==> config.mk <==
export PLATFORM = sky130hd
export DESIGN_NAME = ast_packet_arbiter
export DESIGN_NICKNAME = d
export VERILOG_FILES = /design/src/rtl/ast_packet_arbiter.sv
export SDC_FILE = /design/constraint.sdc
export NUM_CORES = 1
export LEC_CHECK = 0
export BUFFER_PORTS_ARGS = -buffer_cell sky130_fd_sc_hd__clkbuf_2
export CAP_MARGIN = 20
export CORE_AREA = 5 5 81 83
export DETAILED_ROUTE_END_ITERATION = 6
export DIE_AREA = 0 0 86 88
export HOLD_SLACK_MARGIN = 0.06
export PLACE_DENSITY = 0.73
export SYNTH_ARGS = -nofsm -noshare
export SYNTH_HDL_FRONTEND = slang
export SYNTH_SLANG_ARGS = --single-unit
==> constraint.sdc <==
create_clock -name clk_i -period 1.5 [get_ports clk_i]
set_clock_uncertainty 0.15 [all_clocks]
set_input_delay 0.075 -clock clk_i [delete_from_list [all_inputs] [get_ports clk_i]]
set_output_delay 0.075 -clock clk_i [all_outputs]
set_load 0.05 [all_outputs]
==> src/rtl/ast_packet_arbiter.sv <==
// Packet-granular round-robin arbiter feeding one Avalon-ST sink; a source keeps the output until its eop word transfers.
// Define ARB_STAT_EN to add per-source packet counters and a stray-word drop counter.
module ast_packet_arbiter #(
   parameter int NUM_SRC       = 2,
   parameter int AST_DWIDTH    = 64,
   parameter int CHANNEL_WIDTH = 1,
   parameter int EMPTY_WIDTH   = $clog2(AST_DWIDTH / 8),
   parameter int ID_WIDTH      = (NUM_SRC > 1) ? $clog2(NUM_SRC) : 1
) (
   input  logic                             clk_i,
   input  logic                             arst_n_i,
   input  logic [NUM_SRC-1:0]               sink_valid_i,
   input  logic [NUM_SRC*AST_DWIDTH-1:0]    sink_data_i,
   input  logic [NUM_SRC-1:0]               sink_startofpacket_i,
   input  logic [NUM_SRC-1:0]               sink_endofpacket_i,
   input  logic [NUM_SRC*EMPTY_WIDTH-1:0]   sink_empty_i,
   input  logic [NUM_SRC*CHANNEL_WIDTH-1:0] sink_channel_i,
   output logic [NUM_SRC-1:0]               sink_ready_o,
   output logic                             src_valid_o,
   output logic [AST_DWIDTH-1:0]            src_data_o,
   output logic                             src_startofpacket_o,
   output logic                             src_endofpacket_o,
   output logic [EMPTY_WIDTH-1:0]           src_empty_o,
   output logic [CHANNEL_WIDTH-1:0]         src_channel_o,
   input  logic                             src_ready_i,
   output logic [ID_WIDTH-1:0]              src_id_o,
`ifdef ARB_STAT_EN
   output logic [NUM_SRC*16-1:0]            pkt_cnt_o,
   output logic [15:0]                      drop_cnt_o,
`endif
   output logic                             busy_o
);

   typedef enum logic [0:0] {
      IDLE,
      GRANT
   } state_t;

   state_t              state_q, state_d;
   logic [ID_WIDTH-1:0] grant_q, grant_d;
   logic [ID_WIDTH-1:0] last_q, last_d;
   logic [NUM_SRC-1:0]  req;
   logic [NUM_SRC-1:0]  stray;
   logic [ID_WIDTH-1:0] rr_sel;
   logic [ID_WIDTH-1:0] cand;
   logic                rr_found;
   logic                xfer;
   logic                eop_xfer;

   assign req = sink_valid_i & sink_startofpacket_i;

   // Scan from the farthest offset down so the nearest requester after last_q wins.
   always_comb begin
      rr_sel   = '0;
      rr_found = 1'b0;
      cand     = '0;
      for (int k = NUM_SRC; k >= 1; k--) begin
         cand = ID_WIDTH'((int'(last_q) + k) % NUM_SRC);
         if (req[cand]) begin
            rr_sel   = cand;
            rr_found = 1'b1;
         end
      end
   end

   always_comb begin
      state_d      = state_q;
      grant_d      = grant_q;
      last_d       = last_q;
      sink_ready_o = '0;
      src_valid_o  = 1'b0;
      xfer         = 1'b0;
      eop_xfer     = 1'b0;
      stray        = '0;
      case (state_q)
         IDLE: begin
            stray        = sink_valid_i & ~sink_startofpacket_i;
            sink_ready_o = stray;
            if (rr_found) begin
               grant_d = rr_sel;
               state_d = GRANT;
            end
         end
         GRANT: begin
            src_valid_o           = sink_valid_i[grant_q];
            sink_ready_o[grant_q] = src_ready_i;
            xfer                  = sink_valid_i[grant_q] & src_ready_i;
            eop_xfer              = xfer & sink_endofpacket_i[grant_q];
            if (eop_xfer) begin
               state_d = IDLE;
               last_d  = grant_q;
            end
         end
         default: state_d = IDLE;
      endcase
      // Stray-word acceptance would otherwise stay visible while reset is held.
      if (!arst_n_i) begin
         sink_ready_o = '0;
      end
   end

   always_ff @(posedge clk_i or negedge arst_n_i) begin
      if (!arst_n_i) begin
         state_q <= IDLE;
         grant_q <= '0;
         last_q  <= ID_WIDTH'(NUM_SRC - 1);
      end else begin
         state_q <= state_d;
         grant_q <= grant_d;
         last_q  <= last_d;
      end
   end

   assign src_data_o          = sink_data_i[int'(grant_q)*AST_DWIDTH +: AST_DWIDTH];
   assign src_startofpacket_o = sink_startofpacket_i[grant_q];
   assign src_endofpacket_o   = sink_endofpacket_i[grant_q];
   assign src_empty_o         = sink_empty_i[int'(grant_q)*EMPTY_WIDTH +: EMPTY_WIDTH];
   assign src_channel_o       = sink_channel_i[int'(grant_q)*CHANNEL_WIDTH +: CHANNEL_WIDTH];
   assign src_id_o            = grant_q;
   assign busy_o              = (state_q == GRANT);

`ifdef ARB_STAT_EN
   logic [15:0] pkt_cnt_q [NUM_SRC];
   logic [15:0] drop_cnt_q;
   logic [16:0] drop_sum;

   assign drop_sum = {1'b0, drop_cnt_q} + 17'($countones(stray));

   always_ff @(posedge clk_i or negedge arst_n_i) begin
      if (!arst_n_i) begin
         for (int n = 0; n < NUM_SRC; n++) begin
            pkt_cnt_q[n] <= '0;
         end
         drop_cnt_q <= '0;
      end else begin
         for (int n = 0; n < NUM_SRC; n++) begin
            if (eop_xfer && (grant_q == ID_WIDTH'(n)) && (pkt_cnt_q[n] != 16'hFFFF)) begin
               pkt_cnt_q[n] <= pkt_cnt_q[n] + 16'd1;
            end
         end
         drop_cnt_q <= (drop_sum > 17'h0FFFF) ? 16'hFFFF : drop_sum[15:0];
      end
   end

   for (genvar n = 0; n < NUM_SRC; n++) begin : g_pkt_cnt
      assign pkt_cnt_o[n*16 +: 16] = pkt_cnt_q[n];
   end
   assign drop_cnt_o = drop_cnt_q;
`endif

endmodule

==> results of run 1 <==
-- synth_stat cells (all sizes together) --
| cell | number | area [sq um] |
|---|---|---|
| mux2 | 71 | 803 |
| nor2b | 3 | 18.8 |
| dfrtp | 2 | 50.1 |
| a32oi | 2 | 17.5 |
| mux2i | 1 | 10.0 |
| nand4b | 1 | 8.76 |
| o32a | 1 | 10.0 |
| nand2 | 2 | 7.51 |
| inv | 1 | 3.75 |
| a21boi | 1 | 7.51 |
| clkbuf | 1 | 3.75 |
| nor2 | 4 | 15.0 |
| dfstp | 1 | 26.3 |
| a21oi | 1 | 5.00 |
| buf | 8 | 57.6 |
-- flip-flops by register name, summed over array words and instances, names as in the netlist --
register,count
src_id_o,1
busy_o,1
last_q,1
-- cell families after synthesis --
group | after synthesis | share of synthesized area
compound gates | 5 | 0.0383
flops | 3 | 0.0731
simple gates | 10 | 0.0479
buf+inv | 10 | 0.0623
mux | 72 | 0.778
-- path summary, 6_finish.rpt --
path	startpoint	end	slack (ps)
max	src_id_o$_DFFE_PN0P_	last_q$_DFFE_PN1P_	-260
min	sink_startofpacket_i[0]	src_id_o$_DFFE_PN0P_	110
max reg2reg	src_id_o$_DFFE_PN0P_	last_q$_DFFE_PN1P_	-260
min reg2reg	last_q$_DFFE_PN1P_	last_q$_DFFE_PN1P_	480
max in group asynchronous	arst_n_i	src_id_o$_DFFE_PN0P_	430
min in group asynchronous	arst_n_i	last_q$_DFFE_PN1P_	220
-- power by group through the flow --
stage                     Combinational, uW  Clock (uW)  Sequential (uW)
after floorplan                        4250           0              241
after global placement                 5130           0              207
after detailed placement               5180           0              214
after CTS                              6010         239              217
after global routing                   6780         248              267
final                                  6580         237              254
-- worst max-delay path, stage by stage, from the launching register on --
cell	delay [ps]
dfrtp_4	560
buf_4	170
mux2_4	320
nand4b_1	170
mux2_4	320
-- final cells by class --
type                       count  area share
timing repair buffer         231       0.560
inverter                       1     0.00115
tap                           75      0.0287
multi-input combinational     87       0.372
clock buffer                   4      0.0138
sequential                     3      0.0249
-- repair_timing --
item                       in CTS  in global routing
setup endpoints to repair      75                 76
gates cloned                    1                  1
gates resized for setup        90                125
hold endpoints to repair        4                  0
hold buffers                    4                  0
setup buffers                   2                  0
-- stage by stage --
| step | power (uW) | setup TNS, ps |
|---|---|---|
| after floorplan | 4490 | -8150 |
| after CTS | 6470 | -16700 |
| final | 7070 | -15030 |
| after detailed placement | 5400 | -1510 |
| after global routing | 7300 | -17450 |
| after global placement | 5340 | -258 |
-- routing by layer --
layer / track usage / vias up
met4: 0.0273 / 0
met2: 0.291 / 127
met1: 0.152 / 787
met5: 0 / -
met3: 0.0452 / 4
li1: - / 828
==> flow_summary.yaml, run 1 <==
power_and_ir_drop:
  sequentialPowerShare: 0.036
  p_per_area_nw_per_um2: 2160
  pwr-share-comb: 0.931
  clkPwrFrac: 0.033
  p_int_uw: 3340
  p_sw_uw: 3720
  cellLeakagePower_uw: 0.00186
  ir_worst_vdd_v: 0.00113
  p_sw_frac: 0.527
floorplan:
  die_width_um: 86
  start_util: 0.181
  die_h_um: 88
  core_sq_um: 5780
  die_area_sq_um: 7570
  num_rows: 28
  num_io_pins: 220
detailed_routing:
  wl_met3_um: 750
  drt-total-wl_um: 6520
  highest-signal-layer: "met4"
  drt_iter0_markers: 20
  drcViolationCount: 0
  route.met2.wl_um: 3690
  wl_per_cell_um: 16.3
  drtPass1Iterations: 4
  drt-vias-per-instance: 4.35
  vias: 1746
  wl_met1_um: 2050
  ant_nets: 0
sta:
  worstMarginPinSlew_ps: 302
  post-route-period-util: 1.18
  fin_crit_ps: 1760
  setup_viol: 75
  clock.fmax_mhz: 567
  hold_ws_ps: 109
  rsz0062_at_grt: "yes"
  setup_slack_ps: -264
  finalHoldViolations: 0
  slew_viol_final: 0
  slew-limit-headroom: 0.799
global_routing:
  antenna_found_initial: 0
  grt.overflow.total: 0
  grt_max_degree: 32
  grt.total_usage: 0.147
  grt_pass1_vias: 1904
  grt_first_pass_wirelength_um: 8910
min_path:
  holdPathStages: 3
  hold_path.class: "in2reg"
setup_path:
  cp_data_required_time_ps: 1490
  reg2regPathDepth: 4
  worstSetupPathType: "reg2reg"
  path_max_fanout: 6
  crit_arrival_ps: 1750
  cp-start-kind: "flop"
  end_kind: "flop"
outcome:
  status: "finished with violations"
  failed_checks: "setup timing"
place:
  post-place-ws_ps: -105
  postPlaceCellArea_sq_um: 2530
  dpl.cell_count: 389
  gp_congestion: 0.761
  port_buffers: 219
finish:
  regArea_sq_um: 81.3
  final_cell_mix: "clkbuf_2, mux2_4, buf_8"
  drive_gt1_frac: 0.954
  mostFrequentLayoutCell: "clkbuf_2"
  multi_input_area_sq_um: 1210
  fill_cells: 483
  syn2layout_area_growth_pct: 213
  stdcell_count: 401
  postLayoutCellArea_sq_um: 3270
  nets: 472
  num_antenna_cells: 0
  fin_util: 0.565
synth:
  yosysWarnings: 0
  syn_area_sq_um: 1040
  synth_nets: 245
  synth_cell_type_count: 18
  ys_seq_elements: 3
  syn_inst: 100
  yosysSeqAreaShare: 0.0731
  syn_area_per_cell_sq_um: 10.4
clock_network:
  clockBufferDepth: 2
  cts_tree: "done"
  clock-sinks: 3
  clk_latency_ps: 220
  cts_buffers: 3
  clockRootBuffer: "clkbuf_8"
  htree_levels: 1
  path_clk_slew_ps: 30
run:
  maxCapViolCount: 0
Power figures use the tool's default switching activity.
==> run 2, diff against run 1 <==
CELL_PAD_IN_SITES_DETAIL_PLACEMENT = 2   (was not set)
CELL_PAD_IN_SITES_GLOBAL_PLACEMENT = 2   (was not set)
CORE_AREA = not set   (was 5 5 81 83)
CORE_MARGIN = 5   (was not set)
CORE_UTILIZATION = 10   (was not set)
DIE_AREA = not set   (was 0 0 86 88)
PLACE_DENSITY = 0.93   (was 0.73)
==> flow_summary.yaml, run 2 (same netlist as run 1, synthesis figures left out) <==
sta:
  fin_crit_ps: 1760
  setup_viol: 75
  rsz0062_at_grt: "yes"
  clock.fmax_mhz: 568
  finalHoldViolations: 0
  worstMarginPinSlew_ps: 281
  slew_viol_final: 0
  post-route-period-util: 1.17
  slew-limit-headroom: 0.814
  setup_slack_ps: -262
floorplan:
  start_util: 0.102
  die_area_sq_um: 12600
  core_sq_um: 10300
  num_io_pins: 220
  num_rows: 37
  die_width_um: 112
  die_h_um: 112
global_routing:
  grt.total_usage: 0.131
  grt.overflow.total: 0
  grt_max_degree: 15
  grt_first_pass_wirelength_um: 12900
  antenna_found_initial: 0
  grt_pass1_vias: 2242
finish:
  syn2layout_area_growth_pct: 256
  final_cell_mix: "clkbuf_2, mux2_4, buf_8"
  num_antenna_cells: 0
  nets: 479
  drive_gt1_frac: 0.961
  stdcell_count: 469
  mostFrequentLayoutCell: "clkbuf_2"
  fill_cells: 1110
  fin_util: 0.362
clock_network:
  clock-sinks: 3
  clockRootBuffer: "clkbuf_8"
  clockBufferDepth: 2
  clk_latency_ps: 220
  path_clk_slew_ps: 30
  htree_levels: 1
  cts_tree: "done"
  cts_buffers: 3
detailed_routing:
  drtPass1Iterations: 3
  drt_iter0_markers: 79
  vias: 1838
  wl_per_cell_um: 19.4
  drt-vias-per-instance: 3.92
  drt-total-wl_um: 9110
  drcViolationCount: 0
  ant_nets: 0
setup_path:
  crit_arrival_ps: 1540
  cp_data_required_time_ps: 1270
  timing.critical_path.from: "src_id_o$_DFFE_PN0P_"
  worstSetupPathType: "reg2out"
  cp_slowest_cell: "dfrtp_4"
  cp.depth: 4
  cp-start-kind: "flop"
  critical_path.top_delay_family: "flip-flops"
  path_max_fanout: 8
  r2r-start: "src_id_o$_DFFE_PN0P_"
  end_kind: "primary output"
  max_stage_delay_ps: 510
  reg2regPathDepth: 5
  crit_chain: "buf_8 > buf_16 > mux2_4 > clkbuf_16"
  path_buf_inv: 3
place:
  gp_congestion: 0.876
  post-place-ws_ps: -80.5
  port_buffers: 219
  dpl.cell_count: 451
  hpwl_um: 6650
power_and_ir_drop:
  ir_worst_vdd_v: 0.000848
  cellLeakagePower_uw: 0.00203
  p_per_area_nw_per_um2: 2170
run:
  maxCapViolCount: 0
min_path:
  hold_path.class: "in2async"
outcome:
  status: "finished with violations"
  failed_checks: "setup timing"
run 2: final timing paths:
path | to | slack (ps)
setup / recovery | src_data_o[42] | -260
hold / removal | busy_o$_DFF_PN0_ | 60
setup reg to reg | last_q$_DFFE_PN1P_ | -260
hold reg to reg | last_q$_DFFE_PN1P_ | 470
max in group asynchronous | last_q$_DFFE_PN1P_ | 920
min in group clk_i | busy_o$_DFF_PN0_ | 90
run 2: area by class of cell:
type | instances | area, sq um | share of cell area
clock buffers | 4 | 45.0 | 0.0121
flip-flops and latches | 3 | 81.3 | 0.0218
repair buffers | 238 | 2210 | 0.593
inverters | 1 | 3.75 | 0.00101
well taps | 136 | 170 | 0.0457
multi-input cells | 87 | 1210 | 0.326
run 2: where the power goes:
part           switching [uW]  internal, uW
logic                    3870          3760
clock network            53.3           181
registers                77.7           139
total                    4000          4080
run 2: per-layer routing:
metal	up-vias	GRT usage	wire [um]
met5	-	0	0
met4	0	0.0184	51
met3	6	0.0313	696
met2	118	0.286	5450
met1	871	0.121	2910
li1	843	-	-
run 2: repair_timing:
| action | in CTS | in global routing |
|---|---|---|
| resized for setup | 170 | 63 |
| gates cloned | 5 | 0 |
| pin swaps | 0 | 2 |
| endpoints found under the setup margin | 74 | 76 |
| setup buffers | 6 | 2 |
| endpoints found under the hold margin | 4 | 0 |
| hold buffers | 2 | 0 |
run 2: worst register-to-register path, delay by kind of cell, from the launching register on:
family	cells	cell delay, ps
flops	1	510
buf+inv	2	260
simple gates	1	150
mux	2	620
run 2: stage by stage:
stage | power [uW] | cell area, sq um | setup TNS, ps | hold WS [ps]
2_1_floorplan | 4490 | 1330 | -8150 | -371
3_3_place_gp | 5350 | 2600 | -857 | -256
3_5_place_dp | 5460 | 2600 | -2100 | -252
4_1_cts | 7710 | 3630 | -17970 | 62.3
5_1_grt | 8370 | 3720 | -18130 | 72.1
6_report | 8090 | 3720 | -15630 | 58.0
